`config.mk`:
```
export PLATFORM = sky130hd
export DESIGN_NAME = ram_loader
export DESIGN_NICKNAME = d
export VERILOG_FILES = /design/src/rtl/pisa_pkg.sv /design/src/rtl/byte_packer.sv /design/src/rtl/ram_loader.sv
export SDC_FILE = /design/constraint.sdc
export NUM_CORES = 1
export LEC_CHECK = 0
export ABC_AREA = 1
export CAP_MARGIN = 20
export CORE_UTILIZATION = 29
export CTS_CLUSTER_SIZE = 24
export DETAILED_ROUTE_END_ITERATION = 10
export HOLD_SLACK_MARGIN = 0.03
export PLACE_DENSITY = 0.52
export SYNTH_ARGS = -nofsm -noshare
export SYNTH_HDL_FRONTEND = slang
export SYNTH_SLANG_ARGS = --single-unit
```
`constraint.sdc`:
```
create_clock -name clk -period 7.25 [get_ports clk]
set_input_delay 1.45 -clock clk [delete_from_list [all_inputs] [get_ports clk]]
set_output_delay 1.45 -clock clk [all_outputs]
set_load 0.005 [all_outputs]
```
`src/rtl/pisa_pkg.sv`:
```
// Shared frame-buffer definitions used by the loader, VGA reader and RAM wrappers.
package pisa_pkg;
    localparam int ADDR_W         = 17;
    localparam int DATA_W         = 32;
    localparam int BYTES_PER_WORD = 4;

    typedef enum logic [1:0] {
        IDLE = 2'd0,
        LOAD = 2'd1,
        DONE = 2'd2
    } loader_state_t;
endpackage

```
`src/rtl/byte_packer.sv`:
```
// Four-lane little-endian byte assembler; word_out carries the completed word
// combinationally in the same cycle the fourth byte is pushed.
module byte_packer
    import pisa_pkg::*;
(
    input  logic              clk,
    input  logic              reset,
    input  logic              clear,
    input  logic              push,
    input  logic [7:0]        byte_in,
    output logic [DATA_W-1:0] word_out,
    output logic              word_ready
);
    localparam int LANE_W = $clog2(BYTES_PER_WORD);

    logic [LANE_W-1:0] lane;
    logic [7:0]        lanes [BYTES_PER_WORD-1];

    always_ff @(posedge clk or posedge reset) begin
        if (reset) begin
            lane <= '0;
            for (int unsigned i = 0; i < BYTES_PER_WORD - 1; i++) begin
                lanes[i] <= '0;
            end
        end else if (clear) begin
            lane <= '0;
        end else if (push) begin
            // The top lane is never stored; it goes straight into word_out.
            for (int unsigned i = 0; i < BYTES_PER_WORD - 1; i++) begin
                if (lane == LANE_W'(i)) begin
                    lanes[i] <= byte_in;
                end
            end
            lane <= lane + LANE_W'(1);
        end
    end

    always_comb begin
        word_out   = {byte_in, lanes[2], lanes[1], lanes[0]};
        word_ready = push && (lane == LANE_W'(BYTES_PER_WORD - 1));
    end
endmodule

```
`src/rtl/ram_loader.sv`:
```
// Streams bytes from a valid/ready source into the frame buffer write port,
// one 32-bit word per four bytes, sequentially from address 0.
module ram_loader #(
    parameter int ADDR_W    = pisa_pkg::ADDR_W,
    parameter int DATA_W    = pisa_pkg::DATA_W,
    parameter int NUM_WORDS = 40000
) (
    input  logic              clk,
    input  logic              reset,
    input  logic              start,
    input  logic              abort,
    input  logic              byte_valid,
    input  logic [7:0]        byte_data,
    output logic              byte_ready,
    output logic              wren,
    output logic [ADDR_W-1:0] wraddress,
    output logic [DATA_W-1:0] data,
    output logic              busy,
    output logic              done,
    output logic [ADDR_W-1:0] word_count
);
    import pisa_pkg::*;

    loader_state_t     state;
    logic [ADDR_W-1:0] addr;
    logic              clear;
    logic              push;
    logic              word_ready;
    logic [DATA_W-1:0] word_out;

    // Abort wins over a byte offered in the same cycle.
    always_comb begin
        push  = byte_valid && byte_ready && !abort;
        clear = ((state == IDLE) && start) || ((state == LOAD) && abort);
    end

    byte_packer u_packer (
        .clk        (clk),
        .reset      (reset),
        .clear      (clear),
        .push       (push),
        .byte_in    (byte_data),
        .word_out   (word_out),
        .word_ready (word_ready)
    );

    always_ff @(posedge clk or posedge reset) begin
        if (reset) begin
            state      <= IDLE;
            addr       <= '0;
            byte_ready <= 1'b0;
            busy       <= 1'b0;
            wren       <= 1'b0;
            wraddress  <= '0;
            data       <= '0;
            done       <= 1'b0;
            word_count <= '0;
        end else begin
            wren <= 1'b0;
            done <= 1'b0;
            case (state)
                IDLE: begin
                    if (start) begin
                        state      <= LOAD;
                        addr       <= '0;
                        word_count <= '0;
                        byte_ready <= 1'b1;
                        busy       <= 1'b1;
                    end
                end
                LOAD: begin
                    if (abort) begin
                        state      <= IDLE;
                        byte_ready <= 1'b0;
                        busy       <= 1'b0;
                    end else if (word_ready) begin
                        wren       <= 1'b1;
                        wraddress  <= addr;
                        data       <= word_out;
                        word_count <= word_count + ADDR_W'(1);
                        if (addr == ADDR_W'(NUM_WORDS - 1)) begin
                            state      <= DONE;
                            done       <= 1'b1;
                            byte_ready <= 1'b0;
                            busy       <= 1'b0;
                        end else begin
                            addr <= addr + ADDR_W'(1);
                        end
                    end
                end
                DONE: begin
                    state <= IDLE;
                end
                default: begin
                    state      <= IDLE;
                    byte_ready <= 1'b0;
                    busy       <= 1'b0;
                end
            endcase
        end
    end
endmodule
```
==> results of run 1 <==
-- how the worst max path moves through the flow --
stage / end / depth (start not counted)
after floorplan: addr[0]$_DFFE_PP0P_ / 1
after global placement: word_count[12]$_DFFE_PP0P_ / 12
after detailed placement: word_count[12]$_DFFE_PP0P_ / 12
after CTS: word_count[12]$_DFFE_PP0P_ / 12
after global routing: word_count[12]$_DFFE_PP0P_ / 12
final: word_count[12]$_DFFE_PP0P_ / 12
-- logic make-up after synthesis --
logic type	Yosys count
simple gates	351
flops	114
xor+xnor	2
buf+inv	81
fa+ha+maj	6
compound gates	90
-- synth_stat cells (all sizes together) --
library cell,n
nand2,247
dfrtp,114
o21ai,80
inv,59
nand3,38
nor2,35
nand4,21
buf,12
clkbuf,10
nor3,7
ha,6
o21bai,6
or2,3
a21oi,2
xor2,2
o211ai,1
o31ai,1
-- critical path, cell delays in order --
cell,delay (ns)
clkdlybuf4s50_1,0.51
inv_1,0.07
nand3_1,0.12
nor2_2,0.07
nand2_2,0.07
buf_4,0.54
nand2_1,0.13
nand2_2,0.29
nor2_1,0.08
nand2_1,0.07
nand2_1,0.05
nor2_1,0.08
-- area by class of cell --
class                      instances  area, um^2  share of cell area
clock buffer                      18         439              0.0639
multi-input combinational        449        2040               0.296
clock inverter                    14         201              0.0293
tap                              225         282              0.0410
sequential                       114        2850               0.415
timing repair buffer              84         836               0.122
inverter                          59         224              0.0326
-- metal layers --
metal  wire [um]  vias up  share of wire
li1            -     2241              -
met1        6320     2065           0.49
met2        5930      109           0.46
met3         656        8          0.050
met4          91        0         0.0070
met5           0        -              0
-- flip-flops by register name (all words and copies together) (netlist names), 2 cells and up --
| register | flops |
|---|---|
| addr | 17 |
| data | 32 |
| state | 2 |
| u_packer.lane | 2 |
| u_packer.word_out | 24 |
| word_count | 17 |
| wraddress | 17 |
-- power groups by stage --
stage	clock (mW)	combinational (mW)	sequential [mW]
2_1_floorplan	0	0.121	0.762
3_3_place_gp	0	0.172	0.772
3_5_place_dp	0	0.177	0.775
4_1_cts	0.923	0.178	0.764
5_1_grt	0.954	0.207	0.776
6_report	0.901	0.174	0.764
==> impl_metrics.py, run 1 <==
metrics = {
    "run_status": {
        "status": "finished clean",
    },
    "logic_synthesis": {
        "synth-seq-area-share": 0.544,
        "ys_warn_count": 0,
        "syn_inst": 644,
        "synth_area_leader_cell": "dfrtp_1",
        "synthAdderAreaFrac": 0.0143,
        "ys_ff_latch": 114,
        "synth_top_family_by_area": "simple AND/OR/NAND/NOR gates",
        "synth_compound_area_frac": 0.0918,
        "synthMuxAreaShare": 0,
        "syn_area_per_cell_um2": 8.14,
        "synth_top_area_share": 0.544,
        "yosys-top-cells-area": "dfrtp_1 54%, nand2_1 18%, o21ai_0 7.3%, inv_1 4.2%, nand3_1 3.4%",
        "synth-simple-area-share": 0.279,
        "synth_cell_types": 26,
        "netlist_area_um2": 5250,
        "syn_nets": 663,
        "synthXorXnorAreaFrac": 0.00334,
    },
    "final_layout": {
        "final_cells": 963,
        "drive_above_1_share": 0.0650,
        "num-fill-cells": 1738,
        "diodes": 0,
        "fin_nets": 744,
        "final_common_cell": "nand2_1",
        "stdcell_area_um2": 6870,
        "fin_util": 0.393,
        "most-common-layout-cells": "245 x nand2_1, 114 x dfrtp_1, 82 x clkdlybuf4s50_1",
        "syn2layout_area_growth_pct": 31.0,
    },
    "sta": {
        "worst_slew_pin_slew_ns": 0.952,
        "timing.hold.ws_ns": 0.464,
        "setup_slack_ns": 4.06,
        "min_period_ns": 3.19,
        "skew_ns": 0.00813,
        "max_freq_ghz": 0.314,
        "fin_setup_tns_ns": 0,
        "hold_violations": 0,
        "rsz0062_at_grt": "no",
        "maxSlewHeadroom": 0.365,
        "setup_viol_count_final": 0,
        "slew_viol_final": 0,
        "fin_crit_sh": 0.440,
    },
    "cts": {
        "postCtsSetupBuffers": 0,
        "cts_tree": "yes",
        "clk_path_buf_depth": 2,
        "clockRootBuffer": "clkbuf_16",
        "clk_pin_slew_ns": 0.06,
        "insertion_delay_ns": 0.41,
        "cts_max_level": 4,
        "cts_resized": 0,
        "postCtsHoldBufs": 0,
        "cts_sinks": 114,
        "cts_buffers": 17,
    },
    "power_and_ir_drop": {
        "clockPowerShare": 0.490,
        "p_sw_mw": 0.469,
        "power_mw": 1.84,
        "comb_power_share": 0.095,
        "swShare": 0.255,
        "peakVddDrop_mv": 0.159,
        "power_leakage_nw": 3.16,
        "internal-power_mw": 1.37,
        "p_per_area_nw_per_um2": 268,
        "seqPwrFrac": 0.416,
    },
    "setup_path": {
        "worstSetupStartpointType": "primary input",
        "rr_startpoint": "state[1]$_DFFE_PP0P_",
        "worstSetupPathType": "in -> reg",
        "arrival_ns": 3.53,
        "cp-end-kind": "register",
        "ff2ff_path_depth": 8,
        "required_ns": 7.59,
        "ff2ff_setup_slack_ns": 4.87,
        "worst-path-max-fanout": 72,
        "startpoint": "abort",
        "rr_endpoint": "word_count[9]$_DFFE_PP0P_",
    },
    "routing": {
        "drtPass1Iterations": 4,
        "via_per_inst": 4.59,
        "wl_per_cell_um": 13.5,
        "drc": 0,
        "wl_um": 13000,
        "ant_nets": 0,
        "drt_iter0_drc": 292,
        "vias": 4423,
    },
    "grt": {
        "grt_pass1_vias": 4354,
        "grt_pass1_wl_um": 21900,
        "grt.total_usage": 0.153,
        "use_met1": 0.205,
        "antenna_found_initial": 0,
        "grt-busiest-layer": "met2",
        "use_met3": 0.0425,
        "overflow": 0,
        "grt_max_degree": 73,
        "met2_usage": 0.239,
    },
    "die": {
        "start_util": 0.300,
        "chipWidth_um": 136,
        "coreArea_um2": 17500,
        "rows": 48,
        "ios": 83,
        "die-area_um2": 18600,
        "die_y_um": 136,
    },
    "min_path": {
        "min_from": "u_packer.word_out[9]$_DFFE_PP0P_",
        "min_to": "data[9]$_DFFE_PP0P_",
        "min_path_cells": 2,
        "hp-class": "reg -> reg",
    },
    "placed_design": {
        "portBuffers": 82,
        "place_congestion": 0.810,
        "place_area_um2": 6230,
        "dp_hpwl_um": 8770,
        "place_ws_ns": 3.59,
        "dp_cells": 931,
    },
    "run": {
        "cap_violations": 0,
    },
}
No activity file was read; power rests on OpenSTA's default activity.
==> inputs of run 2 (changes only) <==
- PLACE_DENSITY: 0.52 -> 0.54
- clock period: 7.25 -> 2.89 ns (I/O delays scaled with it)
==> run 2 against run 1 <==
Against the previous run: global-route usage up 0.13 points; setup slack worse by 3.2 ns; count of clock-buffer cells in the layout unchanged; hold slack worse by 0.030 ns; sequential power rose to 2.5 times the previous value; sequential cell count unchanged; largest cell class unchanged.
==> impl_metrics.py, run 2 (synthesized netlist as in run 1, its figures left out) <==
metrics = {
    "run_status": {
        "status": "finished clean",
    },
    "final_layout": {
        "largest_register_ffs": 32,
        "syn2layout_area_growth_pct": 32.1,
        "final_common_cell": "nand2_1",
        "top_register": "data",
        "diodes": 0,
        "fin_util": 0.397,
        "drive_above_1_share": 0.0751,
        "most-common-layout-cells": "245 x nand2_1, 114 x dfrtp_1, 82 x clkdlybuf4s50_1",
        "fin_nets": 752,
    },
    "power_and_ir_drop": {
        "power_leakage_nw": 3.19,
        "peakVddDrop_mv": 0.485,
        "p_per_area_nw_per_um2": 661,
    },
    "setup_path": {
        "required_ns": 3.24,
        "cpPeakStageDelay_ns": 0.37,
        "worst-path-max-fanout": 20,
        "startpoint": "state[1]$_DFFE_PP0P_",
        "arrival_ns": 2.37,
        "rr_startpoint": "state[1]$_DFFE_PP0P_",
        "ff2ff_setup_slack_ns": 0.87,
        "worstSetupPathType": "reg -> reg",
        "worstSetupStartpointType": "register",
        "cp-end-kind": "register",
        "worstPathCellList": "inv_1, nand2_1, inv_2, nand2_2, nand2_1, nand2_2, o21bai_1, inv_1, nor2_1",
        "endpoint": "word_count[11]$_DFFE_PP0P_",
        "cp_slowest_cell": "dfrtp_1",
        "ff2ff_path_depth": 9,
        "rr_endpoint": "word_count[11]$_DFFE_PP0P_",
    },
    "routing": {
        "via_per_inst": 4.51,
        "ant_nets": 0,
        "vias": 4380,
        "drtPass1Iterations": 4,
        "wl_per_cell_um": 13.5,
        "wl_um": 13100,
        "drt_iter0_drc": 272,
        "drc": 0,
    },
    "cts": {
        "insertion_delay_ns": 0.42,
        "cts_resized": 0,
        "postCtsSetupBuffers": 0,
        "cts_sinks": 114,
        "cts_tree": "yes",
        "clk_path_buf_depth": 2,
        "clockRootBuffer": "clkbuf_16",
        "cts_max_level": 4,
        "postCtsHoldBufs": 0,
        "clk_pin_slew_ns": 0.06,
        "cts_buffers": 17,
    },
    "grt": {
        "overflow": 0,
        "grt.total_usage": 0.155,
        "grt_max_degree": 52,
        "grt_pass1_wl_um": 21900,
        "grt_pass1_vias": 4295,
        "antenna_found_initial": 0,
    },
    "die": {
        "rows": 48,
        "ios": 83,
        "coreArea_um2": 17500,
        "die-area_um2": 18600,
        "start_util": 0.300,
        "die_y_um": 136,
        "chipWidth_um": 136,
    },
    "placed_design": {
        "place_ws_ns": 0.458,
        "place_congestion": 0.821,
        "dp_hpwl_um": 9140,
        "portBuffers": 82,
    },
    "sta": {
        "slew_viol_final": 0,
        "worst_slew_pin_slew_ns": 0.454,
        "skew_ns": 0.00609,
        "fin_crit_sh": 0.698,
        "setup_slack_ns": 0.874,
        "max_freq_ghz": 0.496,
        "hold_violations": 0,
        "fin_setup_tns_ns": 0,
        "setup_viol_count_final": 0,
        "maxSlewHeadroom": 0.697,
        "rsz0062_at_grt": "no",
        "min_period_ns": 2.02,
    },
    "min_path": {
        "hp-class": "in -> async",
    },
    "run": {
        "cap_violations": 0,
    },
}
## run 2: worst min-delay path by stage
stage / end / from
6_report: u_packer.word_out[18]$_DFFE_PP0P_ / reset
3_5_place_dp: data[16]$_DFFE_PP0P_ / u_packer.word_out[16]$_DFFE_PP0P_
2_1_floorplan: data[0]$_DFFE_PP0P_ / u_packer.word_out[0]$_DFFE_PP0P_
4_1_cts: u_packer.word_out[18]$_DFFE_PP0P_ / reset
5_1_grt: u_packer.word_out[18]$_DFFE_PP0P_ / reset
3_3_place_gp: data[16]$_DFFE_PP0P_ / u_packer.word_out[16]$_DFFE_PP0P_
## run 2: layer usage
metal | track usage | share of wire | vias to the layer above
met5 | 0 | 0 | -
met4 | 0.0593 | 0.015 | 0
met3 | 0.0421 | 0.039 | 15
met2 | 0.239 | 0.46 | 68
met1 | 0.205 | 0.49 | 2054
li1 | - | - | 2243
## run 2: report_power, final
group | total, mW | internal, mW | leakage [nW] | switching, mW
Combinational | 0.446 | 0.186 | 1.33 | 0.259
Sequential | 1.92 | 1.78 | 1.56 | 0.134
Clock | 2.22 | 1.46 | 0.298 | 0.757
## run 2: stage by stage
step / cell area, um^2 / total power, mW / std cells / hold WS [ns]
after floorplan: 5250 / 2.21 / 644 / 0.442
after global placement: 6300 / 2.39 / 939 / 0.449
after detailed placement: 6300 / 2.40 / 939 / 0.455
after CTS: 6930 / 4.64 / 971 / 0.425
after global routing: 6930 / 4.80 / 971 / 0.439
final: 6930 / 4.58 / 971 / 0.435
## run 2: final cells by class
cell class,count,area [um^2]
Multi-Input combinational cell,449,2040
Sequential cell,114,2850
Clock inverter,14,188
Clock buffer,18,439
Fill cell,1743,10500
Inverter,59,225
Tap cell,225,282
Timing Repair Buffer,92,908
## run 2: worst max-delay path: cells and delay by family, from the launching register on
family                 cells  cell delay, ns
flip-flops                 1            0.37
buffers and inverters      3            0.47
AND/OR/NAND/NOR            5            0.89
AO/OA/AOI/OAI              1            0.21
==> inputs of run 3 (changes only) <==
- PLACE_DENSITY: 0.54 -> 0.52
- clock period: 2.89 -> 2 ns (I/O delays scaled with it)
==> run 3 against run 2 <==
Against the previous run: count of clock-buffer cells in the layout fell by 1; critical path depth is 8 lower; via count rose by 1.3%; largest power group unchanged.
==> impl_metrics.py, run 3 (synthesized netlist as in run 1, its figures left out) <==
metrics = {
    "grt": {
        "grt_pass1_vias": 4457,
        "grt.total_usage": 0.153,
        "antenna_found_initial": 0,
        "grt_max_degree": 84,
        "overflow": 0,
        "grt_pass1_wl_um": 21900,
    },
    "die": {
        "ios": 83,
        "coreArea_um2": 17500,
        "die_y_um": 136,
        "rows": 48,
        "chipWidth_um": 136,
        "die-area_um2": 18600,
        "start_util": 0.300,
    },
    "placed_design": {
        "dp_cells": 942,
        "dp_hpwl_um": 8830,
        "portBuffers": 82,
        "place_congestion": 0.846,
        "place_area_um2": 6360,
    },
    "routing": {
        "wl_per_cell_um": 13.2,
        "wl_um": 12800,
        "vias": 4436,
        "drc": 0,
        "drt_iter0_drc": 215,
        "drtPass1Iterations": 4,
        "via_per_inst": 4.55,
        "ant_nets": 0,
    },
    "setup_path": {
        "required_ns": 1.60,
        "cpLargestDelayFamily": "buffers and inverters",
        "path_buf_inv": 1,
        "cpPeakStageDelay_ns": 0.55,
        "worstSetupStartpointType": "register",
        "cp_slowest_cell": "clkdlybuf4s50_1",
        "cp-end-kind": "output pin",
        "worstSetupPathType": "reg -> out",
        "worstPathCellList": "clkdlybuf4s50_1",
        "worst-path-max-fanout": 7,
        "arrival_ns": 1.42,
    },
    "final_layout": {
        "drive_above_1_share": 0.0788,
        "largest_register_ffs": 32,
        "diodes": 0,
        "most-common-layout-cells": "245 x nand2_1, 114 x dfrtp_1, 82 x clkdlybuf4s50_1",
        "syn2layout_area_growth_pct": 32.0,
        "final_cells": 974,
        "fin_nets": 755,
        "top_register": "data",
        "stdcell_area_um2": 6920,
        "final_common_cell": "nand2_1",
    },
    "cts": {
        "cts_buffers": 17,
        "clk_path_buf_depth": 2,
        "postCtsSetupBuffers": 0,
        "insertion_delay_ns": 0.41,
        "cts_max_level": 4,
        "cts_sinks": 114,
        "clk_pin_slew_ns": 0.05,
        "cts_tree": "yes",
        "cts_resized": 0,
        "clockRootBuffer": "clkbuf_16",
        "postCtsHoldBufs": 0,
    },
    "sta": {
        "maxSlewHeadroom": 0.673,
        "fin_setup_tns_ns": 0,
        "skew_ns": 0.00787,
        "min_period_ns": 1.82,
        "worst_slew_pin_slew_ns": 0.489,
        "max_freq_ghz": 0.548,
        "fin_crit_sh": 0.912,
        "timing.hold.ws_ns": 0.465,
        "hold_violations": 0,
        "rsz0062_at_grt": "no",
        "slew_viol_final": 0,
        "setup_viol_count_final": 0,
    },
    "run_status": {
        "status": "finished clean",
    },
    "run": {
        "cap_violations": 0,
    },
    "power_and_ir_drop": {
        "p_per_area_nw_per_um2": 906,
        "peakVddDrop_mv": 0.600,
        "power_leakage_nw": 3.18,
    },
    "min_path": {
        "hp-class": "reg -> reg",
    },
}
-- run 3: final cells by class --
class	instances	area [um^2]
clock buffers	17	425
clock inverters	15	135
fillers	1773	10600
inverters	59	225
multi-input cells	449	2040
flip-flops and latches	114	2850
well taps	225	282
repair buffers	95	968
-- run 3: worst paths after layout --
path / from / to / slack [ns] / cells past startpoint
max: word_count[2]$_DFFE_PP0P_ / word_count[2] / 0.18 / 1
min in group asynchronous: reset / wren$_DFF_PP0_ / 0.49 / 3
min reg2reg: u_packer.word_out[15]$_DFFE_PP0P_ / data[15]$_DFFE_PP0P_ / 0.46 / 2
max in group asynchronous: reset / data[12]$_DFFE_PP0P_ / 1.17 / 3
min: u_packer.word_out[15]$_DFFE_PP0P_ / data[15]$_DFFE_PP0P_ / 0.46 / 2
max reg2reg: addr[1]$_DFFE_PP0P_ / addr[16]$_DFFE_PP0P_ / 0.34 / 7
-- run 3: power by group --
| group | leakage (nW) | internal (mW) | total, mW | switching (mW) |
|---|---|---|---|---|
| registers | 1.56 | 2.58 | 2.77 | 0.194 |
| clock network | 0.262 | 1.71 | 2.84 | 1.13 |
| logic | 1.36 | 0.288 | 0.664 | 0.375 |
| total | 3.18 | 4.58 | 6.27 | 1.70 |
-- run 3: stage by stage --
stage | setup slack [ns] | power (mW) | util
finish | 0.176 | 6.27 | 0.396
detailed placement | -0.0168 | 3.48 | 0.364
CTS | 0.146 | 6.36 | 0.396
global placement | 0.0790 | 3.46 | 0.364
global route | 0.117 | 6.60 | 0.396
floorplan | 0.215 | 3.20 | -
-- run 3: routing by layer --
metal  part of all wire  vias up  GRT usage
met1               0.48     2106      0.193
met3              0.039        6     0.0440
met5                  0        -          0
li1                   -     2245          -
met2               0.48       79      0.250
met4             0.0071        0     0.0488
-- run 3: worst reg2reg max path: stages (launching register included) --
cell	delay, ns
dfrtp_1	0.41
ha_1	0.22
nand3_2	0.14
nor2_1	0.39
nand2_1	0.10
nand2_1	0.07
nand3_1	0.05
o21ai_0	0.18
